## src/rtl/ne16_package.sv

```systemverilog
// ne16_package: shared types and sizes for the NE16 normquant parameter loader.
package ne16_package;
  localparam int NORM_MULT_SIZE = 8;
  localparam int NOF_CHAN_W     = 6;
  typedef enum logic [1:0] {IDLE, LOAD_SCALE, LOAD_SHIFT, LOADED} nq_state_e;
  typedef struct packed {
    logic                  start;
    logic [NOF_CHAN_W-1:0] nof_chan;
    logic                  shift_uniform;
    logic [4:0]            shift_value;
  } nq_ctrl_t;
endpackage

```

## src/rtl/ne16_normquant_param_loader.sv

```systemverilog
// ne16_normquant_param_loader: streams per-channel norm multipliers and shifts into flop buffers and serves them per group.
module ne16_normquant_param_loader
  import ne16_package::*;
#(
  parameter int NMULT = 4,
  parameter int NMS   = NORM_MULT_SIZE,
  parameter int TP    = 32
) (
  input  logic                         clk_i,
  input  logic                         rst_ni,
  input  logic                         test_mode_i,
  input  logic                         clear_i,
  input  logic                         start_i,
  input  logic [$clog2(TP):0]          nof_chan_i,
  input  logic                         shift_uniform_i,
  input  logic [4:0]                   shift_value_i,
  input  logic [31:0]                  stream_data_i,
  input  logic                         stream_valid_i,
  output logic                         stream_ready_o,
  output logic                         busy_o,
  output logic                         done_o,
  input  logic                         rd_en_i,
  input  logic [$clog2(TP/NMULT)-1:0]  rd_group_i,
  output logic [NMULT*NMS-1:0]         norm_mult_o,
  output logic [NMULT*8-1:0]           shift_o,
  output logic                         rd_valid_o
);
  localparam int CW  = $clog2(TP) + 1;
  localparam int CHW = $clog2(TP);
  localparam int BW  = $clog2(TP/4) + 1;
  nq_state_e state_q, state_d;
  nq_ctrl_t ctrl_q, ctrl_in;
  logic [BW-1:0] beat_q, w;
  logic [CW-1:0] nof;
  logic [NMS-1:0] scale_q [TP];
  logic [7:0] shift_q [TP];
  logic [NMULT*NMS-1:0] norm_mult_q, rd_scale;
  logic [NMULT*8-1:0] shift_out_q, rd_shift;
  logic done_q, rd_valid_q, accept, last_beat, start_ok, rd_fire;
  logic unused_bits;
  assign unused_bits    = test_mode_i | ctrl_q.start;
  assign ctrl_in        = '{start: start_i, nof_chan: NOF_CHAN_W'(nof_chan_i),
                            shift_uniform: shift_uniform_i, shift_value: shift_value_i};
  assign nof            = CW'(ctrl_q.nof_chan);
  assign w              = BW'(({1'b0, nof} + (CW+1)'(3)) >> 2);
  assign busy_o         = state_q == LOAD_SCALE || state_q == LOAD_SHIFT;
  assign stream_ready_o = busy_o;
  assign accept         = stream_valid_i & stream_ready_o;
  assign last_beat      = accept && beat_q == w - BW'(1);
  assign start_ok       = start_i && (state_q == IDLE || state_q == LOADED);
  assign rd_fire        = rd_en_i && state_q == LOADED;
  assign done_o         = done_q;
  assign rd_valid_o     = rd_valid_q;
  assign norm_mult_o    = norm_mult_q;
  assign shift_o        = shift_out_q;
  always_comb begin
    state_d = state_q;
    case (state_q)
      IDLE, LOADED: state_d = start_i ? LOAD_SCALE : state_q;
      LOAD_SCALE:   state_d = last_beat ? (ctrl_q.shift_uniform ? LOADED : LOAD_SHIFT) : state_q;
      LOAD_SHIFT:   state_d = last_beat ? LOADED : state_q;
      default:      state_d = IDLE;
    endcase
  end
  // Uniform mode synthesises shifts from the captured value instead of the buffer.
  always_comb begin
    rd_scale = '0;
    rd_shift = '0;
    for (int i = 0; i < NMULT; i++) begin
      rd_scale[i*NMS +: NMS] = scale_q[CHW'(NMULT*int'(rd_group_i) + i)];
      rd_shift[i*8 +: 8] = ctrl_q.shift_uniform
        ? ((CW'(NMULT*int'(rd_group_i) + i) < nof) ? {3'b0, ctrl_q.shift_value} : 8'h00)
        : shift_q[CHW'(NMULT*int'(rd_group_i) + i)];
    end
  end
  always_ff @(posedge clk_i or negedge rst_ni) begin
    if (!rst_ni) state_q <= IDLE;
    else         state_q <= clear_i ? IDLE : state_d;
  end
  always_ff @(posedge clk_i or negedge rst_ni) begin
    if (!rst_ni) begin
      ctrl_q      <= '0;
      beat_q      <= '0;
      done_q      <= 1'b0;
      rd_valid_q  <= 1'b0;
      norm_mult_q <= '0;
      shift_out_q <= '0;
      for (int c = 0; c < TP; c++) begin
        scale_q[c] <= '0;
        shift_q[c] <= '0;
      end
    end else if (clear_i) begin
      ctrl_q      <= '0;
      beat_q      <= '0;
      done_q      <= 1'b0;
      rd_valid_q  <= 1'b0;
      norm_mult_q <= '0;
      shift_out_q <= '0;
      for (int c = 0; c < TP; c++) begin
        scale_q[c] <= '0;
        shift_q[c] <= '0;
      end
    end else begin
      done_q     <= last_beat && state_d == LOADED;
      rd_valid_q <= rd_fire;
      if (rd_fire) begin
        norm_mult_q <= rd_scale;
        shift_out_q <= rd_shift;
      end
      if (start_ok) begin
        ctrl_q <= ctrl_in;
        beat_q <= '0;
        for (int c = 0; c < TP; c++) begin
          scale_q[c] <= '0;
          shift_q[c] <= '0;
        end
      end else if (accept) begin
        beat_q <= last_beat ? '0 : beat_q + BW'(1);
        // Bytes past nof_chan in the final beat are dropped so the buffer stays zero.
        for (int c = 0; c < TP; c++) begin
          if (BW'(c/4) == beat_q && CW'(c) < nof) begin
            if (state_q == LOAD_SCALE) scale_q[c] <= NMS'(stream_data_i[8*(c%4) +: 8]);
            else                       shift_q[c] <= {3'b0, stream_data_i[8*(c%4) +: 5]};
          end
        end
      end
    end
  end
endmodule

```

## config.mk

```make
export PLATFORM = sky130hd
export DESIGN_NAME = ne16_normquant_param_loader
export DESIGN_NICKNAME = d
export VERILOG_FILES = /design/src/rtl/ne16_package.sv /design/src/rtl/ne16_normquant_param_loader.sv
export SDC_FILE = /design/constraint.sdc
export NUM_CORES = 1
export LEC_CHECK = 0
export CAP_MARGIN = 20
export CORE_AREA = 2 2 305 307
export DETAILED_ROUTE_END_ITERATION = 7
export DIE_AREA = 0 0 307 309
export MAX_ROUTING_LAYER = met4
export PLACE_DENSITY = 0.47
export SLEW_MARGIN = 30
export SYNTH_ARGS = -nofsm -noshare
export SYNTH_HDL_FRONTEND = slang
export SYNTH_SLANG_ARGS = --single-unit
```

## constraint.sdc

```tcl
create_clock -name clk_i -period 2.6 [get_ports clk_i]
set_input_delay 0.26 -clock clk_i [delete_from_list [all_inputs] [get_ports clk_i]]
set_output_delay 0.26 -clock clk_i [all_outputs]
set_load 0.1 [all_outputs]
```

Word-level counts from Yosys, hierarchy flattened --
Cells that the tools add are included.
Operators by class: equal/unequal tests 13, order comparisons 40, muxes and demuxes 128, $add $sub $neg 6, bitwise logic cells 5, reduce and logical (&&, ||, !) cells 141
Operators with widths (number):
- two-way mux 256 bit | 6
- two-way mux 8 bit | 92
- binary-select mux 8 bit (select 5 bit) | 8
- AND reduction 3 bit | 64
- two-way mux 32 bit | 4
- nonzero test 3 bit | 34
- < comparator 5 x 6 -> 1 bit, first input constant | 16
- < comparator 4 x 6 -> 1 bit, first input constant | 8
- logical AND 1 bit | 36
- >= comparator 5 x 6 -> 1 bit, second input constant | 4
- < comparator 3 x 6 -> 1 bit, first input constant | 4
- two-way mux 12 bit | 2
- two-way mux 5 bit | 4
- inverter 5 bit | 4
- < comparator 6 bit | 3
- equality test 3 x 4 -> 1 bit, first input constant | 4
- two-way mux 4 bit | 4
- adder 5 x 2 -> 6 bit, second input constant | 2
- < comparator 1 x 6 -> 1 bit, first input constant | 2
- < comparator 2 x 6 -> 1 bit, first input constant | 2
- equality test 2 x 4 -> 1 bit, first input constant | 2
- two-way mux 2 bit | 4
- adder 5 x 1 -> 6 bit, second input constant | 1
- adder 6 x 2 -> 6 bit, second input constant | 1
- other kinds (16) | 22
Storage, ports and cells: output and inout bits 68, logic and storage cells 406, register bits after elaboration 596, bits of input ports 54

Logic depth before layout (Yosys ltp) --
Gate-level depths: netlist of run 1.
word-level depth 9, mapped depth 10

Least setup slack after synthesis of run 1 --
OpenSTA, ideal clock, no wires.
kind register -> register, from register state_q[0], to register shift_q[112] (netlist bit), required time 2.475 ns, path buffers 1, path slack -0.190 ns, arrival time 2.665 ns, clock period less this slack 2.790 ns, cell stages (with the launch flop) 9, path through dfrtp_1 inv_1 ha_1 inv_1 nand2_1 o21a_1 buf_2 nor2_1 mux2_2
On the way: cells in the longest elaborated chain, start to end 5, elaborated cells on any way between the ends 14
Ends and longest elaborated chain:
- start: declaration | RTL line ne16_normquant_param_loader.sv:31 | nq_state_e state_q, state_d;
- start signal: assignment | RTL line ne16_normquant_param_loader.sv:78 | else state_q <= clear_i ? IDLE : state_d;
- equality test 2 x 1 -> 1 bit / equality test 2 bit (equally long branches) | RTL line ne16_normquant_param_loader.sv:46 | assign busy_o = state_q == LOAD_SCALE || state_q == LOAD_SHIFT;
- logical OR 1 bit (*) | RTL line ne16_normquant_param_loader.sv:46
- named net busy_o | RTL line ne16_normquant_param_loader.sv:20 | output logic busy_o,
- bitwise AND 1 bit (*) | RTL line ne16_normquant_param_loader.sv:48 | assign accept = stream_valid_i & stream_ready_o;
- nonzero test 3 bit (no source line) (*)
- AND reduction 3 bit (no source line) (*)
- end signal: indexed assignment | RTL line ne16_normquant_param_loader.sv:123 | else shift_q[c] <= {3'b0, stream_data_i[8*(c%4) +: 5]};
- end: declaration | RTL line ne16_normquant_param_loader.sv:36 | logic [7:0] shift_q [TP];
The timed path passes the listed nets; every way through them passes the cells marked *. A chain may end at the register's enable or synchronous reset.

Worst setup path after layout of run 1 --
from register state_q[0], to register shift_q[240] (netlist bit)
On the way: cells in the longest elaborated chain, start to end 5, elaborated cells on any way between the ends 14
Ends and longest elaborated chain:
- equality test 2 bit (tied with other cells) | RTL line ne16_normquant_param_loader.sv:50 | assign start_ok = start_i && (state_q == IDLE || state_q == LOADED);
- logical OR 1 bit, on equally long branches | RTL line ne16_normquant_param_loader.sv:50, ne16_normquant_param_loader.sv:46
- logical AND 1 bit / bitwise AND 1 bit (equally long branches) | RTL line ne16_normquant_param_loader.sv:50, ne16_normquant_param_loader.sv:48
- != test 3 bit (no source line) (tied with other cells)
- AND reduction 3 bit (no source line) / two-way mux 256 bit (equally long branches)
Several ways; a longest one is shown, not always the timed one.

==> results of run 1 <==
[repair_timing]
| item | CTS | global route |
|---|---|---|
| buffers inserted | 2 | 1 |
| gates resized for setup | 2 | 10 |
| endpoints found under the setup margin | 42 | 155 |
| gates cloned | 0 | 2 |
| hold buffers | 1 | 0 |
| hold endpoints to repair | 56 | 0 |
| pin swaps | 1 | 1 |
[cell type report]
| type | instances | share of cell area (%) |
|---|---|---|
| inverters | 12 | 0.174 |
| well taps | 1186 | 5.29 |
| clock inverters | 15 | 0.679 |
| clock buffers | 81 | 5.62 |
| flip-flops and latches | 488 | 43.6 |
| repair buffers | 231 | 9.13 |
| multi-input cells | 985 | 35.5 |
[power by group through the flow]
stage / clock [mW] / sequential [mW] / combinational [mW]
2_1_floorplan: 0 / 10.6 / 6.55
3_3_place_gp: 0 / 10.9 / 10.0
3_5_place_dp: 0 / 11.0 / 10.2
4_1_cts: 7.96 / 10.9 / 10.2
5_1_grt: 8.26 / 11.2 / 10.9
6_report: 7.68 / 10.9 / 10.2
[registers in the layout, summed over array words and instances (netlist names), 2 cells and up]
| signal | flops |
|---|---|
| ctrl_q | 6 |
| norm_mult_o | 32 |
| shift_q | 160 |
| beat_q | 4 |
| state_q | 2 |
| scale_q | 256 |
| shift_o | 20 |
| nof | 6 |
[placed cells by master (no fill, tap or decap), drive strengths merged, types with 2 or more instances in the layout]
cell type      instances
a21o                   4
a21oi                 27
a22o                  20
a31oi                  5
and2                  39
and3                   5
buf                  182
bufinv                 3
clkbuf                81
clkdlybuf4s50         48
clkinv                10
clkinvlp               2
conb                  12
dfrtp                488
ha                    11
inv                   12
mux2                 416
mux2i                 53
mux4                 104
nand2                112
nand3                  6
nor2                  39
nor2b                  3
nor4                   2
nor4b                  2
o211ai                 2
o21a                  10
o21ai                 61
o22ai                 22
or2                    7
or3                    3
or4b                   2
xnor2                  7
[per-layer routing]
layer / vias to the layer above / share of wire [%] / global-route usage (%)
li1: 6161 / - / -
met1: 7411 / 44 / 17.7
met2: 237 / 50 / 23.0
met3: 94 / 3.4 / 1.73
met4: 0 / 2.0 / 3.22
met5: - / 0 / -
[worst max-delay path, cell delays in order (launching register included)]
cell        delay (ps)
dfrtp_1            380
inv_1               80
ha_1               380
clkinvlp_4         110
nand2_1            170
buf_4              210
o21a_2             310
nor2_2             370
mux2_2             380
[worst max-delay path by stage]
stage               startpoint  slack (ps)            to  depth (start not counted)
floorplan           state_q[0]         130  shift_q[112]                          8
global placement    state_q[0]        -450  shift_q[201]                          7
detailed placement  state_q[0]         -70  scale_q[236]                          9
CTS                 state_q[0]         -20   shift_q[74]                          7
global route        state_q[0]           7  shift_q[240]                          8
finish              state_q[0]          80  shift_q[240]                          8
[metrics by stage]
step	cells	util, %	total power, mW
finish	2998	30.7	28.7
global placement	2896	28.6	20.9
global route	2998	30.7	30.3
floorplan	1603	-	17.2
CTS	2995	30.6	29.1
detailed placement	2896	28.6	21.2
[kinds of logic after synthesis]
family                   after synthesis  synth area share (%)
AO/OA/AOI/OAI                        155                  4.24
XOR/XNOR                               7                 0.270
adder cells (fa/ha/maj)               11                 0.607
buffers and inverters                132                  2.68
flip-flops                           488                  53.9
multiplexers                         573                  33.3
other                                  1                0.0165
AND/OR/NAND/NOR                      225                  4.99
==> summary.md, run 1 <==
| Metric | Value |
|---|---|
| Status | `finished clean` |
| First-pass GRT wire length | `slightly below 100 mm` |
| Number of global-route vias before repair | `15200` |
| Final worst path period share | `between 90% and 100%` |
| Crit Path Class | `reg -> reg` |
| FF-to-FF End | `shift_q[240]` |
| Setup TNS | `0 ps` |
| FF+latch count, synth | `just under 500` |
| Clock slew at reported path FFs | `60 ps` |
| Largest net degree at the start of global routing | `71` |
| Lkg Pwr | `between 10 and 15 nW` |
| Routed len/inst | `21.0 um` |
| Final WS setup | `83.7 ps` |
| Post-synth EDFFs | `0` |
| Pwr Density | `1030 mW/mm2` |
| Row cnt | `111` |
| Synth cell count leaders | `dfrtp_1 (488), mux2_2 (400), nand2_1 (112)` |
| Drt total wl | `62.9 mm` |
| Fraction of registers with async set/reset | `100%` |
| Hold endpoint | `ctrl_q[2]` |
| Synth Cell Area | `approximately 0.023 mm2` |
| Register area share after synthesis | `a little over half` |
| Initial antenna violation count | `1` |
| Drt drc | `0` |
| Synth Flop Type | `dfrtp_1` |
| CTS buffer count | `55` |
| Cell with the most instances after synthesis | `dfrtp_1` |
| Area of the multi-input gates | `0.00996 mm2` |
| Clock share of power | `between 20% and 30%` |
| Final Wtd Congestion | `just over 0.8` |
| Layout cells sized above 1 | `approximately 44%` |
| Top cell type's share of synthesized area | `53.9%` |
| Final ANT Viol Nets | `0` |
| Worst slew margin | `41.5%` |
| Register area | `between 0.01 and 0.015 mm2` |
| Die area | `0.0949 mm2` |
| Final instance area | `around 0.028 mm2` |
| Internal | `19.5 mW` |
| Area after DPL | `between 0.02 and 0.03 mm2` |
| Placed wire-length estimate | `about 42 mm` |
| Critical Path Sink Type | `register` |
| Top cells by area, synth | `dfrtp_1 (54%), mux2_2 (20%), mux4_2 (10%)` |
| Max-slew violations | `0` |
| Hold Fails Final Rpt | `0` |
| Worst hold path class | `in -> reg` |
| Post-place setup slack | `-72.0 ps` |
| Core area | `slightly above 0.09 mm2` |
| I/O pin count | `about 120` |
| Synthesized area per cell | `about 14 um2` |
| Ant. Diodes | `0` |
| Power share of the combinational group | `35.3%` |
| Sw Share | `between 30% and 40%` |
| Via Count | `~14000` |
| Crit start category | `register` |
| Distinct cell type count after synthesis | `52` |
| Area Overhead vs Synth | `23.6%` |
| Maxcap violations | `0` |
| Drt via density | `between 4 and 5` |
| VDD IR max | `around 0.53 mV` |
| Internal reg-to-reg setup slack | `between 80 and 90 ps` |
| CTS tree | `built` |
| WHS Path Cells | `3` |
| Synth area leader | `dfrtp_1` |
| RSZ-0062 raised after global routing | `false` |
| Worst skew pair latency | `~620 ps` |
| Ys Warns | `0` |
| CTS root buf | `clkbuf_16` |
| Final setup viols | `0` |
| WP data arrival | `~3000 ps` |
| Crit-path max FO | `9` |
| First-pass iteration count of the detailed router | `5` |
| Filler cell count | `9170` |
| GR Overflow Total | `0` |
| Hold slack | `between 150 and 200 ps` |
| Initial DRC count | `about 800` |
| Sink Count | `roughly 490` |
| PortBufs | `roughly 110` |
| Mapped Cells | `roughly 1600` |
| Tightest Pin Transition | `~880 ps` |
| R2R Path Start | `state_q[0]` |
| Die Span Y | `approximately 310 um` |
| Final worst path period need | `around 2500 ps` |
| Nets | `around 1800` |
| Flop pwr share | `approximately 38%` |
| Die X | `slightly above 300 um` |
| GRT Overall Usage | `between 10 and 15%` |
| Critical Path RT | `a little over 3000 ps` |
| Max Fclk | `0.397 GHz` |
| Reg2Reg Depth | `8` |
| H-Tree Depth | `2` |
| Psw | `approximately 9 mW` |
| Skew final | `roughly 26 ps` |
| Clock buffer depth | `3` |
| Initial Utilization | `between 20 and 25%` |
| Worst hold start | `shift_value_i[2]` |
No activity file was read; power rests on OpenSTA's default activity.
==> inputs of run 2 (changes only) <==
--- a/config.mk
+++ b/config.mk
@@ -9,8 +9,9 @@
 export CORE_AREA = 2 2 305 307
 export DETAILED_ROUTE_END_ITERATION = 7
 export DIE_AREA = 0 0 307 309
+export HOLD_SLACK_MARGIN = 0.06
 export MAX_ROUTING_LAYER = met4
-export PLACE_DENSITY = 0.47
+export PLACE_DENSITY_LB_ADDON = 0.2
 export SLEW_MARGIN = 30
 export SYNTH_ARGS = -nofsm -noshare
 export SYNTH_HDL_FRONTEND = slang
==> run 2 against run 1 <==
Effect of this change: die area is the same; wire length shrank 1.7%; sequential share of layout area shrank 0.12 points; largest power group unchanged.
==> summary.md, run 2 (same netlist as run 1, synthesis figures left out) <==
| Metric | Value |
|---|---|
| Skew final | `~16 ps` |
| Final ANT Viol Nets | `0` |
| Metal-1 WL | `between 20 and 30 mm` |
| Drt total wl | `roughly 62 mm` |
| CTS root buf | `clkbuf_16` |
| Commonest non-fill, non-tap cell in the layout | `dfrtp_1` |
| R2R Path Start | `state_q[0]` |
| Clock buffer depth | `3` |
| Worst hold path class | `in -> reg` |
| VDD IR max | `0.599 mV` |
| Via Count | `roughly 14000` |
| Hold slack | `between 150 and 200 ps` |
| Crit path to | `shift_q[27]` |
| CTS buffer count | `58` |
| Crit start category | `register` |
| Lkg Pwr | `approximately 13 nW` |
| Pwr Density | `~1000 mW/mm2` |
| Drt drc | `0` |
| Maxcap violations | `0` |
| First-pass GRT wire length | `between 90 and 100 mm` |
| Final instance area | `0.0281 mm2` |
| Area Overhead vs Synth | `24.0%` |
| Top reg by flops | `scale_q` |
| Critical Path Sink Type | `register` |
| Worst slew margin | `between 40% and 50%` |
| Critical Path RT | `about 3000 ps` |
| Number of global-route vias before repair | `between 10000 and 15000` |
| Status | `finished clean` |
| Placed wire-length estimate | `41.6 mm` |
| Max-slew violations | `0` |
| Uppermost routed layer | `met4` |
| RSZ-0062 raised after global routing | `true` |
| Initial DRC count | `849` |
| Core area | `~0.091 mm2` |
| Die Span Y | `309 um` |
| Hold Fails Final Rpt | `0` |
| FF-to-FF End | `shift_q[27]` |
| CTS tree | `built` |
| Most frequent cells in the layout | `dfrtp_1 (488), mux2_2 (400), buf_4 (116)` |
| Max reg flops | `256` |
| Ant. Diodes | `0` |
| Tightest Pin Transition | `around 900 ps` |
| Crit-path max FO | `9` |
| Die X | `~300 um` |
| WP data arrival | `about 3000 ps` |
| Max Fclk | `~0.4 GHz` |
| Largest net degree at the start of global routing | `76` |
| GR Overflow Total | `0` |
| Sink Count | `488` |
| Initial Utilization | `24.8%` |
| Worst skew pair latency | `610 ps` |
| Worst Setup SP | `state_q[0]` |
| GRT Overall Usage | `a little over an eighth` |
| Final worst path period need | `between 2000 and 3000 ps` |
| Area after DPL | `between 0.02 and 0.03 mm2` |
| Final Wtd Congestion | `between 0.8 and 0.9` |
| Drt via density | `4.57` |
| PortBufs | `108` |
| Met3 routed WL | `~2.0 mm` |
| H-Tree Depth | `2` |
| Routed len/inst | `20.6 um` |
| Row cnt | `between 100 and 150` |
| Met2 wire len | `around 30 mm` |
| Reg2Reg Depth | `8` |
| Layout cells sized above 1 | `between 40 and 50%` |
| Clock slew at reported path FFs | `around 60 ps` |
| Crit Path Class | `reg -> reg` |
| Nets | `1827` |
| Final worst path period share | `between 90% and 100%` |
| Die area | `0.0949 mm2` |
| Internal reg-to-reg setup slack | `~85 ps` |
| Final setup viols | `0` |
| First-pass iteration count of the detailed router | `5` |
| Initial antenna violation count | `2` |
| I/O pin count | `about 120` |
run 2: worst max-delay path, cell delays in order (launching register included):
cell	delay [ps]
dfrtp_1	370
inv_1	70
ha_1	350
buf_4	170
clkinvlp_4	100
nand2_1	130
o21a_1	410
nor2_2	400
mux2_2	380
run 2: per-layer routing:
| metal | up-vias | track usage, % |
|---|---|---|
| li1 | 6158 | - |
| met1 | 7252 | 17.6 |
| met2 | 211 | 22.2 |
| met3 | 84 | 1.88 |
| met4 | 0 | 3.60 |
| met5 | - | - |
run 2: area by class of cell:
cell class	count	area (um2)
Timing Repair Buffer	219	2410
Multi-Input combinational cell	983	9910
Clock buffer	84	1740
Clock inverter	25	294
Fill cell	9069	63300
Tap cell	1186	1480
Sequential cell	488	12200
Inverter	12	48.8
run 2: repair_timing:
action | in CTS | in global routing
resized for setup | 0 | 4
endpoints found under the hold margin | 58 | 0
setup endpoints to repair | 0 | 43
buffers inserted | 0 | 0
hold buffers | 1 | 0
run 2: how the worst min path moves through the flow:
| stage | startpoint | endpoint | slack, ps | cells past startpoint |
|---|---|---|---|---|
| after global routing | rd_group_i[2] | norm_mult_o[15] | 170 | 3 |
| after CTS | rd_group_i[2] | norm_mult_o[15] | 150 | 3 |
| after global placement | rst_ni | scale_q[226] | 300 | 1 |
| after floorplan | rst_ni | beat_q[0] | -40 | 0 |
| after detailed placement | rst_ni | norm_mult_o[26] | 310 | 1 |
| final | rd_group_i[2] | norm_mult_o[13] | 190 | 3 |
run 2: stage by stage:
step	power [mW]	util [%]	worst slack [ps]	instances	TNS, ps
2_1_floorplan	17.2	-	131	1603	0
3_3_place_gp	20.8	28.5	50.1	2887	0
3_5_place_dp	21.1	28.5	79.1	2887	0
4_1_cts	29.9	30.7	76.5	2997	0
5_1_grt	31.0	30.8	-16.6	2997	-169
6_report	29.3	30.8	85.3	2997	0
run 2: where the power goes:
group          total (mW)  switching [mW]  internal (mW)  leakage, nW
registers            10.8            1.07           9.77         6.54
clock network        8.54            3.31           5.23         1.01
logic                9.96            4.85           5.11         5.33
